==> src/rtl/pwm_fade_ctrl.sv <==
// Purpose: PWM generator whose duty fades, one STEP per period, toward a target picked by a debounced 3-bit switch code.
// Latency: pwm/wrap/busy are registered from next-state values; a switch change reaches level after 2 sync + DEB stable cycles.
// Backpressure: none; free-running, the switches are sampled every cycle and nothing can stall the block.
// Ports: clk, reset (async, active-high); sw1..sw3 raw switches, code {sw3,sw2,sw1};
//        pwm/led0 PWM output; level accepted code; busy ramp in progress; wrap last cycle of period; duty high cycles per period.
module pwm_fade_ctrl #(
  parameter int unsigned PERIOD = 12500,
  parameter int unsigned STEP   = 125,
  parameter int unsigned DEB    = 50000
) (
  input  logic        clk,
  input  logic        reset,
  input  logic        sw1,
  input  logic        sw2,
  input  logic        sw3,
  output logic        pwm,
  output logic        led0,
  output logic [2:0]  level,
  output logic        busy,
  output logic        wrap,
  output logic [31:0] duty
);

  typedef enum logic [1:0] {IDLE, UP, DOWN} state_t;

  localparam logic [31:0] PERIOD_W = 32'(PERIOD);
  localparam logic [31:0] LAST     = 32'(PERIOD - 1);
  localparam logic [31:0] STEP_W   = 32'(STEP);
  localparam logic [31:0] DEB_LAST = 32'(DEB - 1);
  localparam logic [31:0] BASE     = 32'(PERIOD / 10);
  localparam logic [31:0] SPAN     = 32'((PERIOD * 8) / 10);

  // Target duty for a given switch code: 10% floor plus the 80% span split in 7 steps.
  function automatic logic [31:0] target_of(input logic [2:0] lvl);
    return BASE + (({29'd0, lvl} * SPAN) / 32'd7);
  endfunction

  logic [31:0] count_q, count_d;
  logic [2:0]  sw_meta_q, sw_meta_d;
  logic [2:0]  sw_sync_q, sw_sync_d;
  logic [2:0]  cand_q, cand_d;
  logic [31:0] deb_cnt_q, deb_cnt_d;
  logic [2:0]  level_q, level_d;
  logic [31:0] duty_q, duty_d;
  state_t      state_q, state_d;
  logic        busy_q, busy_d;
  logic        pwm_q, pwm_d;
  logic        wrap_q, wrap_d;
  logic        wrap_now;
  logic [31:0] tgt_cur, tgt_nxt;

  always_comb begin
    wrap_now  = (count_q == LAST);
    count_d   = wrap_now ? 32'd0 : count_q + 32'd1;

    sw_meta_d = {sw3, sw2, sw1};
    sw_sync_d = sw_meta_q;

    // Debounce: cand_q is the code currently being timed; deb_cnt_q counts
    // how many consecutive cycles it has been seen so far.
    cand_d    = cand_q;
    deb_cnt_d = deb_cnt_q;
    level_d   = level_q;
    if (sw_sync_q == level_q) begin
      cand_d    = level_q;
      deb_cnt_d = 32'd0;
    end else if (sw_sync_q != cand_q) begin
      cand_d    = sw_sync_q;
      deb_cnt_d = 32'd1;
    end else if (deb_cnt_q >= DEB_LAST) begin
      level_d   = sw_sync_q;
      deb_cnt_d = 32'd0;
    end else begin
      deb_cnt_d = deb_cnt_q + 32'd1;
    end

    // The wrap update steps toward the target held before this edge; the
    // next state is judged against the target that will hold after it.
    tgt_cur = target_of(level_q);
    tgt_nxt = target_of(level_d);

    duty_d = duty_q;
    if (wrap_now) begin
      if (duty_q < tgt_cur) begin
        duty_d = ((tgt_cur - duty_q) > STEP_W) ? duty_q + STEP_W : tgt_cur;
      end else if (duty_q > tgt_cur) begin
        // Clamping at tgt_cur (>= 0) also rules out underflow.
        duty_d = ((duty_q - tgt_cur) > STEP_W) ? duty_q - STEP_W : tgt_cur;
      end
    end

    if (duty_d < tgt_nxt) begin
      state_d = UP;
    end else if (duty_d > tgt_nxt) begin
      state_d = DOWN;
    end else begin
      state_d = IDLE;
    end
    busy_d = (state_d != IDLE);

    // High cycles sit at the end of the period; duty 0 never matches.
    pwm_d  = (duty_d != 32'd0) && (count_d >= (PERIOD_W - duty_d));
    wrap_d = (count_d == LAST);
  end

  always_ff @(posedge clk or posedge reset) begin
    if (reset) begin
      count_q   <= '0;
      sw_meta_q <= '0;
      sw_sync_q <= '0;
      cand_q    <= '0;
      deb_cnt_q <= '0;
      level_q   <= '0;
      duty_q    <= '0;
      state_q   <= IDLE;
      busy_q    <= 1'b0;
      pwm_q     <= 1'b0;
      wrap_q    <= 1'b0;
    end else begin
      count_q   <= count_d;
      sw_meta_q <= sw_meta_d;
      sw_sync_q <= sw_sync_d;
      cand_q    <= cand_d;
      deb_cnt_q <= deb_cnt_d;
      level_q   <= level_d;
      duty_q    <= duty_d;
      state_q   <= state_d;
      busy_q    <= busy_d;
      pwm_q     <= pwm_d;
      wrap_q    <= wrap_d;
    end
  end

  assign pwm   = pwm_q;
  assign led0  = pwm_q;
  assign level = level_q;
  assign busy  = busy_q;
  assign wrap  = wrap_q;
  assign duty  = duty_q;

endmodule

==> config.mk <==
export PLATFORM = sky130hd
export DESIGN_NAME = pwm_fade_ctrl
export DESIGN_NICKNAME = d
export VERILOG_FILES = /design/src/rtl/pwm_fade_ctrl.sv
export SDC_FILE = /design/constraint.sdc
export NUM_CORES = 1
export LEC_CHECK = 0
export ABC_AREA = 1
export CAP_MARGIN = 0
export CORE_MARGIN = 2
export CORE_UTILIZATION = 50
export CTS_CLUSTER_DIAMETER = 100
export DETAILED_ROUTE_END_ITERATION = 7
export PLACE_DENSITY_LB_ADDON = 0.15
export RECOVER_POWER = 100
export SYNTH_ARGS = -nofsm -noshare
export SYNTH_HDL_FRONTEND = slang
export SYNTH_SLANG_ARGS = --single-unit
==> constraint.sdc <==
create_clock -name clk -period 19.04 [get_ports clk]
set_clock_uncertainty 0.05 [all_clocks]
set_input_delay 3.808 -clock clk [delete_from_list [all_inputs] [get_ports clk]]
set_output_delay 3.808 -clock clk [all_outputs]
set_load 0.005 [all_outputs]
==> flow_metrics.tcl, run 1 <==
set metrics [dict create \
    firstDrtPassIters 6 \
    top_usage_layer "met2" \
    clkTransAtPathRegs_ns 0.08 \
    port_buffers 43 \
    drc 0 \
    hold_path.class "reg -> reg" \
    postPlaceCellArea_um2 22330 \
    fillers 4266 \
    period_minus_slack_ns 17.62 \
    hold_viol_final 0 \
    coreArea_um2 42230 \
    grt_pass1_vias 21461 \
    place_congestion 1.022 \
    ios 44 \
    rows 75 \
    die_w_um 211.4 \
    clock_latency_ns 0.37 \
    grt_pass1_wl_um 108100 \
    path_class "reg -> reg" \
    ys_types 77 \
    seqCellArea_um2 2779 \
    violations "capacitance limit, slew limit" \
    crit_arrival_ns 17.89 \
    synthFlopType "dfrtp_1" \
    end_kind "register" \
    die_h_um 211.4 \
    grt_util_met2 0.4840 \
    crit_path_frequent_cell "nand2_1" \
    fin_cells 4141 \
    cts_sinks 111 \
    hpwl_um 53990 \
    nets 3730 \
    final_area_um2 22990 \
    die_area_um2 44700 \
    dpl.cell_count 4095 \
    diodes 0 \
    antenna_found_initial 0 \
    syn2layout_area_growth_pct 6.893 \
    h-tree-depth 3 \
    cts_tree "built" \
    synth-seq-cells 111 \
    required_ns 19.31 \
    numCtsBuffers 9 \
    crit_path_top_delay_cell "fa_1" \
    ys_warn_count 0 \
    track_usage 0.2944 \
    wl_um 66220 \
    met1_usage 0.4118 \
    ys_seq_area_frac 0.1291 \
    ant_nets 0 \
    worst-path-max-fanout 12 \
    cts_buffer_depth 2 \
    synthCells 3547 \
    start_util 0.5094 \
    grt_max_degree 73 \
    post-route-period-util 0.9252 \
    cts_hold_buf 0 \
    most-common-layout-cells "nand2_1, inv_1, nor2_1" \
    viasPerCell 5.566 \
    final_common_cell "nand2_1" \
    multiInputGateArea_um2 16310 \
    grt_util_met3 0.02744 \
    num_vias 23050 \
    synth_edf_count 0 \
    setup_viol 0 \
    avgSynthCellArea_um2 6.064 \
    timing.fmax_mhz 56.77 \
    max_slew.worst_pin.slew_ns 3.892 \
    max_slew_margin -1.595 \
    slew_violations 162 \
    wl_per_cell_um 15.99 \
    synth_area_um2 21510 \
    maxCapViolCount 4 \
    root_buffer "clkbuf_16" \
    grt.overflow.total 0 \
    layout-drive-gt1-share 0.1374 \
    drt_iter0_markers 1974 \
    outcome "complete, but fails checks" \
    async_reset_ff_frac 1.000 \
    critPathLaunchType "register" \
    cp_slowest_stage_delay_ns 0.52 \
]
==> registers in the layout, summed over array words and instances (netlist names) <==
register,cells
wrap,1
level,3
count_q,32
duty,32
busy,1
deb_cnt_q,32
cand_q,3
sw_meta_q,3
led0,1
sw_sync_q,3
==> what timing repair did <==
item,CTS,global route
gates resized for setup,1,40
buffers inserted,0,27
endpoints found under the setup margin,1,2
gates cloned,0,3
pin swaps,0,9
endpoints found under the hold margin,0,0
==> area by class of cell <==
class / count / share of cell area
multi-input cells: 2809 / 0.7094
repair buffers: 81 / 0.03118
clock buffers: 9 / 0.009795
well taps: 539 / 0.02933
inverters: 585 / 0.09626
clock inverters: 7 / 0.003211
flip-flops and latches: 111 / 0.1209
==> stage by stage <==
stage	worst slack, ns	setup TNS, ns	utilization	hold WS [ns]
4_1_cts	0.06212	0	0.5358	0.3047
2_1_floorplan	3.294	0	-	0.2812
6_report	1.424	0	0.5445	0.3032
3_5_place_dp	0.01762	0	0.5287	0.2862
5_1_grt	-0.04874	-0.04874	0.5445	0.3175
3_3_place_gp	0.6685	0	0.5287	0.2860
==> final timing paths <==
path / startpoint / to / slack [ns] / cells past startpoint
min in group asynchronous: reset / deb_cnt_q[10]$_DFF_PP0_ / 4.29 / 2
min: sw_meta_q[1]$_DFF_PP0_ / sw_sync_q[1]$_DFF_PP0_ / 0.30 / 0
max reg2reg: level[1]$_DFF_PP0_ / led0$_DFF_PP0_ / 1.42 / 126
min reg2reg: sw_meta_q[1]$_DFF_PP0_ / sw_sync_q[1]$_DFF_PP0_ / 0.30 / 0
max: level[1]$_DFF_PP0_ / led0$_DFF_PP0_ / 1.42 / 126
max in group asynchronous: reset / count_q[12]$_DFF_PP0_ / 10.30 / 3
==> synthesized netlist by cell type (12+ instances only) <==
cell type | n | share of area
o21a_1 | 16 | 0.0056
o21ai_0 | 111 | 0.026
nand3_4 | 17 | 0.014
nor2_1 | 378 | 0.066
o21ai_1 | 13 | 0.0030
nand3_1 | 319 | 0.074
o21ai_2 | 17 | 0.0069
nor2_2 | 30 | 0.0087
nor2_4 | 33 | 0.017
a21oi_1 | 150 | 0.035
nand2_4 | 39 | 0.020
nand2_1 | 835 | 0.15
clkbuf_1 | 24 | 0.0042
nand4_1 | 132 | 0.038
nor3_1 | 64 | 0.015
nand2_2 | 135 | 0.039
xnor2_1 | 24 | 0.0098
o211ai_1 | 12 | 0.0042
nand3b_1 | 28 | 0.0098
dfrtp_1 | 111 | 0.13
buf_6 | 15 | 0.0079
inv_2 | 41 | 0.0072
nor4_1 | 28 | 0.0081
inv_1 | 530 | 0.092
ha_1 | 120 | 0.070
xor2_1 | 115 | 0.047
nand3_2 | 42 | 0.020
==> layer usage <==
| metal | up-vias | wire length, um |
|---|---|---|
| li1 | 11557 | - |
| met1 | 10593 | 30470 |
| met2 | 797 | 29880 |
| met3 | 103 | 4306 |
| met4 | 0 | 1569 |
| met5 | - | 0 |
==> logic make-up (layout without fill, tap and decap cells) <==
logic type | count (synthesis) | in the layout | synth area share
AND/OR/NAND/NOR | 2138 | 2141 | 0.5044
buffers and inverters | 645 | 682 | 0.1229
AO/OA/AOI/OAI | 380 | 380 | 0.1052
XOR/XNOR | 144 | 144 | 0.06090
adder cells (fa/ha/maj) | 128 | 128 | 0.07725
flip-flops | 111 | 111 | 0.1291
other | 1 | 16 | 0.0001743
==> worst max-delay path, delay by kind of cell, from the launching register on <==
| kind | cells | cell delay [ns] |
|---|---|---|
| flip-flops | 1 | 0.44 |
| adder cells (fa/ha/maj) | 6 | 2.16 |
| AO/OA/AOI/OAI | 12 | 2.03 |
| buffers and inverters | 16 | 1.63 |
| AND/OR/NAND/NOR | 92 | 11.15 |
Power of run 1 is left out: the tool's default activity adds up to more than one toggle a clock period on the data nets, which glitch-free logic cannot reach.
==> run 2: changes to the inputs <==
--- a/config.mk
+++ b/config.mk
@@ -13,6 +13,7 @@
 export DETAILED_ROUTE_END_ITERATION = 7
 export PLACE_DENSITY_LB_ADDON = 0.15
 export RECOVER_POWER = 100
+export SLEW_MARGIN = 5
 export SYNTH_ARGS = -nofsm -noshare
 export SYNTH_HDL_FRONTEND = slang
 export SYNTH_SLANG_ARGS = --single-unit
==> results of run 2 <==
Same layout as run 1: the final DEF is identical, and so are final timing and power.
Power of run 2 is left out for the same reason.
